File: src/rtl/snake_pkg.sv
// Shared types and default geometry for the snake frame scheduler.
// Imported by the divider and by the scheduler top.
package snake_pkg;

  localparam int unsigned V_ACTIVE_DEF   = 480;
  localparam int unsigned GUARD_LINE_DEF = 520;
  localparam int unsigned SPD_W_DEF      = 6;

  typedef enum logic [1:0] {
    S_WAIT,
    S_ARMED,
    S_GRANT
  } sched_state_t;

endpackage

File: src/rtl/snake_frame_scheduler_frame_divider.sv
// Frame tick generation and frame-to-step division at a selectable speed.
// frame_tick and step_tick are both registered from line_hit, so they coincide.
module frame_divider
  import snake_pkg::*;
#(
  parameter int unsigned SPD_W = SPD_W_DEF
) (
  input  logic             VGA_clk,
  input  logic             reset,
  input  logic             line_hit,
  input  logic [SPD_W-1:0] speed_sel,
  input  logic             pause,
  input  logic             game_over,
  output logic             frame_tick,
  output logic             step_tick
);

  logic [SPD_W-1:0] frame_cnt;
  logic [SPD_W-1:0] spd;
  logic [SPD_W:0]   cnt_inc;
  logic             hold;
  logic             step_now;

  assign spd      = (speed_sel == '0) ? SPD_W'(1) : speed_sel;
  assign cnt_inc  = {1'b0, frame_cnt} + (SPD_W+1)'(1);
  assign hold     = pause || game_over;
  // >= rather than == so a speed lowered mid-count steps on the next frame.
  assign step_now = !hold && (cnt_inc >= {1'b0, spd});

  // NOTE: sequential state uses non-blocking assignments so every register
  // samples the pre-edge values, independent of statement order.
  always_ff @(posedge VGA_clk) begin
    if (reset) begin
      frame_cnt  <= '0;
      frame_tick <= 1'b0;
      step_tick  <= 1'b0;
    end else begin
      frame_tick <= line_hit;
      step_tick  <= line_hit && step_now;
      if (line_hit) begin
        if (hold || step_now) frame_cnt <= '0;
        else                  frame_cnt <= cnt_inc[SPD_W-1:0];
      end
    end
  end

endmodule

File: src/rtl/snake_frame_scheduler.sv
// Frame-level controller: frame/step strobes and arbitration of the shared
// board-RAM port between the renderer (active video) and the game logic (blanking).
module snake_frame_scheduler
  import snake_pkg::*;
#(
  parameter int unsigned V_ACTIVE   = V_ACTIVE_DEF,
  parameter int unsigned GUARD_LINE = GUARD_LINE_DEF,
  parameter int unsigned SPD_W      = SPD_W_DEF
) (
  input  logic             VGA_clk,
  input  logic             reset,
  input  logic [9:0]       x_pos,
  input  logic [9:0]       y_pos,
  input  logic             display_enable,
  input  logic [SPD_W-1:0] speed_sel,
  input  logic             pause,
  input  logic             game_over,
  input  logic             logic_req,
  input  logic             logic_done,
  output logic             frame_tick,
  output logic             step_tick,
  output logic             logic_grant,
  output logic             render_grant,
  output logic             step_missed,
  output logic             overrun,
  output logic             overrun_flag
);

  logic line_hit;
  logic guard_hit;

  assign line_hit  = (y_pos == 10'(V_ACTIVE)) && (x_pos == '0);
  assign guard_hit = (y_pos == 10'(GUARD_LINE));

  frame_divider #(.SPD_W(SPD_W)) u_frame_divider (
    .VGA_clk    (VGA_clk),
    .reset      (reset),
    .line_hit   (line_hit),
    .speed_sel  (speed_sel),
    .pause      (pause),
    .game_over  (game_over),
    .frame_tick (frame_tick),
    .step_tick  (step_tick)
  );

  sched_state_t state, state_nxt;
  logic         missed_nxt;
  logic         overrun_nxt;

  // NOTE: every output of this block gets a default first, so no path
  // through the case statement can infer a latch.
  always_comb begin
    state_nxt   = state;
    missed_nxt  = 1'b0;
    overrun_nxt = 1'b0;
    unique case (state)
      S_WAIT: begin
        if (step_tick) state_nxt = S_ARMED;
      end
      S_ARMED: begin
        // The guard line beats a late request: the step is simply lost.
        if (guard_hit) begin
          missed_nxt = 1'b1;
          state_nxt  = S_WAIT;
        end else if (logic_req) begin
          state_nxt  = S_GRANT;
        end
      end
      S_GRANT: begin
        // A done on the guard line still counts as finishing in time.
        if (logic_done) begin
          state_nxt   = S_WAIT;
        end else if (guard_hit) begin
          overrun_nxt = 1'b1;
          state_nxt   = S_WAIT;
        end
      end
      default: state_nxt = S_WAIT;
    endcase
  end

  // Grants are registered from the next state so both flip on the same edge.
  always_ff @(posedge VGA_clk) begin
    if (reset) begin
      state        <= S_WAIT;
      logic_grant  <= 1'b0;
      render_grant <= 1'b1;
      step_missed  <= 1'b0;
      overrun      <= 1'b0;
      overrun_flag <= 1'b0;
    end else begin
      state        <= state_nxt;
      logic_grant  <= (state_nxt == S_GRANT);
      render_grant <= (state_nxt != S_GRANT);
      step_missed  <= missed_nxt;
      overrun      <= overrun_nxt;
      overrun_flag <= overrun_flag | overrun_nxt;
    end
  end

  a_no_grant_in_video : assert property (
    @(posedge VGA_clk) disable iff (reset) display_enable |-> !logic_grant);

  a_grants_exclusive : assert property (
    @(posedge VGA_clk) disable iff (reset) render_grant != logic_grant);

endmodule

File: config.mk
export PLATFORM = sky130hd
export DESIGN_NAME = snake_frame_scheduler
export DESIGN_NICKNAME = d
export VERILOG_FILES = /design/src/rtl/snake_pkg.sv /design/src/rtl/snake_frame_scheduler_frame_divider.sv /design/src/rtl/snake_frame_scheduler.sv
export SDC_FILE = /design/constraint.sdc
export NUM_CORES = 1
export LEC_CHECK = 0
export BUFFER_PORTS_ARGS = -buffer_cell sky130_fd_sc_hd__buf_2
export CORE_ASPECT_RATIO = 1.75
export CORE_UTILIZATION = 25
export CTS_CLUSTER_DIAMETER = 40
export DETAILED_ROUTE_END_ITERATION = 12
export PLACE_DENSITY = 0.56
export SLEW_MARGIN = 15
export SYNTH_ARGS = -nofsm -noshare
export SYNTH_HDL_FRONTEND = slang
export SYNTH_SLANG_ARGS = --single-unit
export TNS_END_PERCENT = 50
File: constraint.sdc
create_clock -name VGA_clk -period 3.4 [get_ports VGA_clk]
set_clock_uncertainty 0.05 [all_clocks]
set_input_delay 1.02 -clock VGA_clk [delete_from_list [all_inputs] [get_ports VGA_clk]]
set_output_delay 1.02 -clock VGA_clk [all_outputs]
set_load 0.02 [all_outputs]
==> flow_summary.toml <==
[routing]
drc_errors = 0
drt-wirelength-per-cell_um = 10.5
antenna_left = 0
drt-total-wl_mm = 1.99
vias_per_cell = 4.60
dr.pass1.iters = 4
first_iter_violations = 13
dr_total_vias = 874

[clock_network]
cts_buffer_depth = 2
cts.clk_slew.worst_paths_ps = 60
cts-root-buf = "clkbuf_8"
holdBufCountCts = 0
numCtsBuffers = 3
clock_sinks = 15
clk_latency_ps = 240
post_cts.repair.setup_buffers = 0
ctsResizeCount = 0
cts_tree = "yes"
h-tree-depth = 1

[timing]
maxSlewViolCount = 0
setup_viol_count_final = 0
tns_ps = 0
max_freq_mhz = 415
rsz0062_at_grt = "false"
hold_violations = 0
tightestPinTransition_ps = 434
slew_headroom_pct = 71.0
fin_crit_ps = 2410
fin_crit_sh_pct = 70.9

[grt]
antenna_found_initial = 0
grt_pass1_wl_mm = 3.24
grt_pass1_vias = 825
grt_start_max_net_pins = 15
grt_overflow = 0
grtUsageTotal_pct = 11.6

[logic_synthesis]
synth_cell_types = 27
ys_seq_area_share_pct = 34.4
avgSynthCellArea_sq_um = 8.40
ys_warn_count = 0
synthCells = 104
syn_area_sq_um = 873
syn_nets = 144
synth.ff_latch_count = 15

[run_status]
outcome = "completed"

[critical_path]
arrival_ps = 2480
r2r_slack_ps = 1010
path_max_fanout = 10
slowest_stage = "nand4_2"
worst-setup-path-type = "in -> reg"
crit_required_ps = 3470
cp_cell_sequence = "buf_2 > nor3_1 > a31o_2 > ha_1 > nor2b_1 > o21ai_0 > nand4_2 > nand4_1 > a31oi_1"
slowest_delay_ps = 290
startpoint_type = "input port"
crit_path_end_kind = "flop"

[finish]
num_antenna_cells = 0
regArea_sq_um = 300
drive_gt1_share_pct = 32.4
nets = 186
utilization_pct = 34.4
fillCellCount = 371
multi_input_area_sq_um = 532
area_delta_synth_final_pct = 32.5

[flow_run]
maxCapViolCount = 0

[floorplanning]
die_x_um = 46.7
die_h_um = 80.2
num_io_pins = 40
rows = 28
fp.coreArea_sq_mm = 0.00336
fp.dieArea_sq_mm = 0.00374
initial_core_util_pct = 26.0

[power_and_ir_drop]
p_leak_uw = 0.000523
cellPowerDensity_mw_per_mm2 = 304
vdd_ir_drop_max_v = 0.000146

[placed_design]
io_buffers = 38
post-dp-hpwl_mm = 1.64
place_congestion = 0.838

[hold_path]
hold_path.class = "reg -> reg"
kinds of logic (layout without fill, tap and decap cells):
group	count (synthesis)	count (layout)	synth area share (%)
AOI/OAI and AO/OA	13	13	8.45
xor gates and xnor gates	4	4	4.01
adders and majority gates	7	7	10.0
buffers and inverters	9	50	4.73
DFF	15	15	34.4
and+or+nand+nor	56	56	38.4
path summary, 6_finish.rpt:
check	cells after the start	end	from
worst max-delay path	9	u_frame_divider.frame_cnt[4]	speed_sel[1]
worst min-delay path	1	step_missed	state[1]
worst max register to register	10	u_frame_divider.frame_cnt[2]	u_frame_divider.frame_cnt[2]
worst min register to register	1	step_missed	state[1]
state kept, by name (all words and copies together), names as in the netlist:
signal / flops
logic_grant: 1
overrun: 1
overrun_flag: 1
render_grant: 1
state: 2
step_missed: 1
u_frame_divider.frame_cnt: 6
u_frame_divider.frame_tick: 1
u_frame_divider.step_tick: 1
area by class of cell:
| class | instances | area share, % |
|---|---|---|
| sequential | 15 | 25.9 |
| inverter | 7 | 2.27 |
| clock buffer | 4 | 3.89 |
| multi-input combinational | 80 | 45.9 |
| timing repair buffer | 39 | 17.1 |
| tap | 45 | 4.86 |
synthesized netlist by cell type, drive strengths merged:
| cell | number | area [sq um] |
|---|---|---|
| a31oi | 4 | 25.0 |
| nor2b | 4 | 25.0 |
| or2 | 1 | 6.26 |
| nor4 | 5 | 52.6 |
| nor3 | 3 | 15.0 |
| nor2 | 10 | 37.5 |
| nand4 | 10 | 68.8 |
| nand4b | 2 | 17.5 |
| nand3 | 4 | 20.0 |
| xor2 | 2 | 17.5 |
| buf | 1 | 11.3 |
| or4 | 1 | 7.51 |
| nand2 | 11 | 41.3 |
| or3b | 1 | 8.76 |
| dfxtp | 15 | 300 |
| xnor2 | 2 | 17.5 |
| inv | 7 | 26.3 |
| nor4b | 2 | 17.5 |
| o21ai | 2 | 10.0 |
| ha | 7 | 87.6 |
| and3b | 2 | 17.5 |
| a31o | 1 | 8.76 |
| a21oi | 6 | 30.0 |
| clkbuf | 1 | 3.75 |
where the power goes:
group / leakage (uW) / internal [uW] / switching (uW)
sequential: 0.000121 / 176 / 0.0000134
clock: 0.0000228 / 82.7 / 57.3
combinational: 0.000380 / 19.0 / 17.0
total: 0.000523 / 277 / 74.3
critical path, delay by kind of cell:
kind	cells	cell delay, ps
compound gates	3	540
fa+ha+maj	1	270
buf+inv	1	90
simple gates	4	560
layer usage:
| layer | part of all wire, % | GRT usage (%) | vias up |
|---|---|---|---|
| li1 | - | - | 466 |
| met1 | 42 | 11.1 | 385 |
| met2 | 53 | 21.5 | 19 |
| met3 | 3.1 | 1.35 | 4 |
| met4 | 1.7 | 7.14 | 0 |
| met5 | 0 | 0 | - |
stage by stage:
stage | total power (uW) | hold WS (ps) | instance area (sq um) | cells | worst slack [ps]
final | 352 | 412 | 1160 | 190 | 989
after global placement | 215 | 395 | 1110 | 186 | 750
after detailed placement | 216 | 407 | 1110 | 186 | 706
after CTS | 357 | 417 | 1160 | 190 | 964
after floorplan | 192 | 381 | 873 | 104 | 910
after global routing | 366 | 439 | 1160 | 190 | 775
layout by cell type (no fill, tap or decap):
master     n
a21oi_1    6
a31o_2     1
a31oi_1    4
and3b_1    2
buf_2     38
buf_4      1
clkbuf_1   1
clkbuf_8   3
dfxtp_1   15
ha_1       7
inv_1      7
nand2_1   11
nand3_1    4
nand4_1    9
nand4_2    1
nand4b_1   2
nor2_1    10
nor2b_1    4
nor3_1     3
nor4_1     3
nor4_2     1
nor4_4     1
nor4b_1    2
o21ai_0    2
or2_1      1
or3b_2     1
or4_1      1
xnor2_1    2
xor2_1     2
Power figures use the tool's default switching activity.
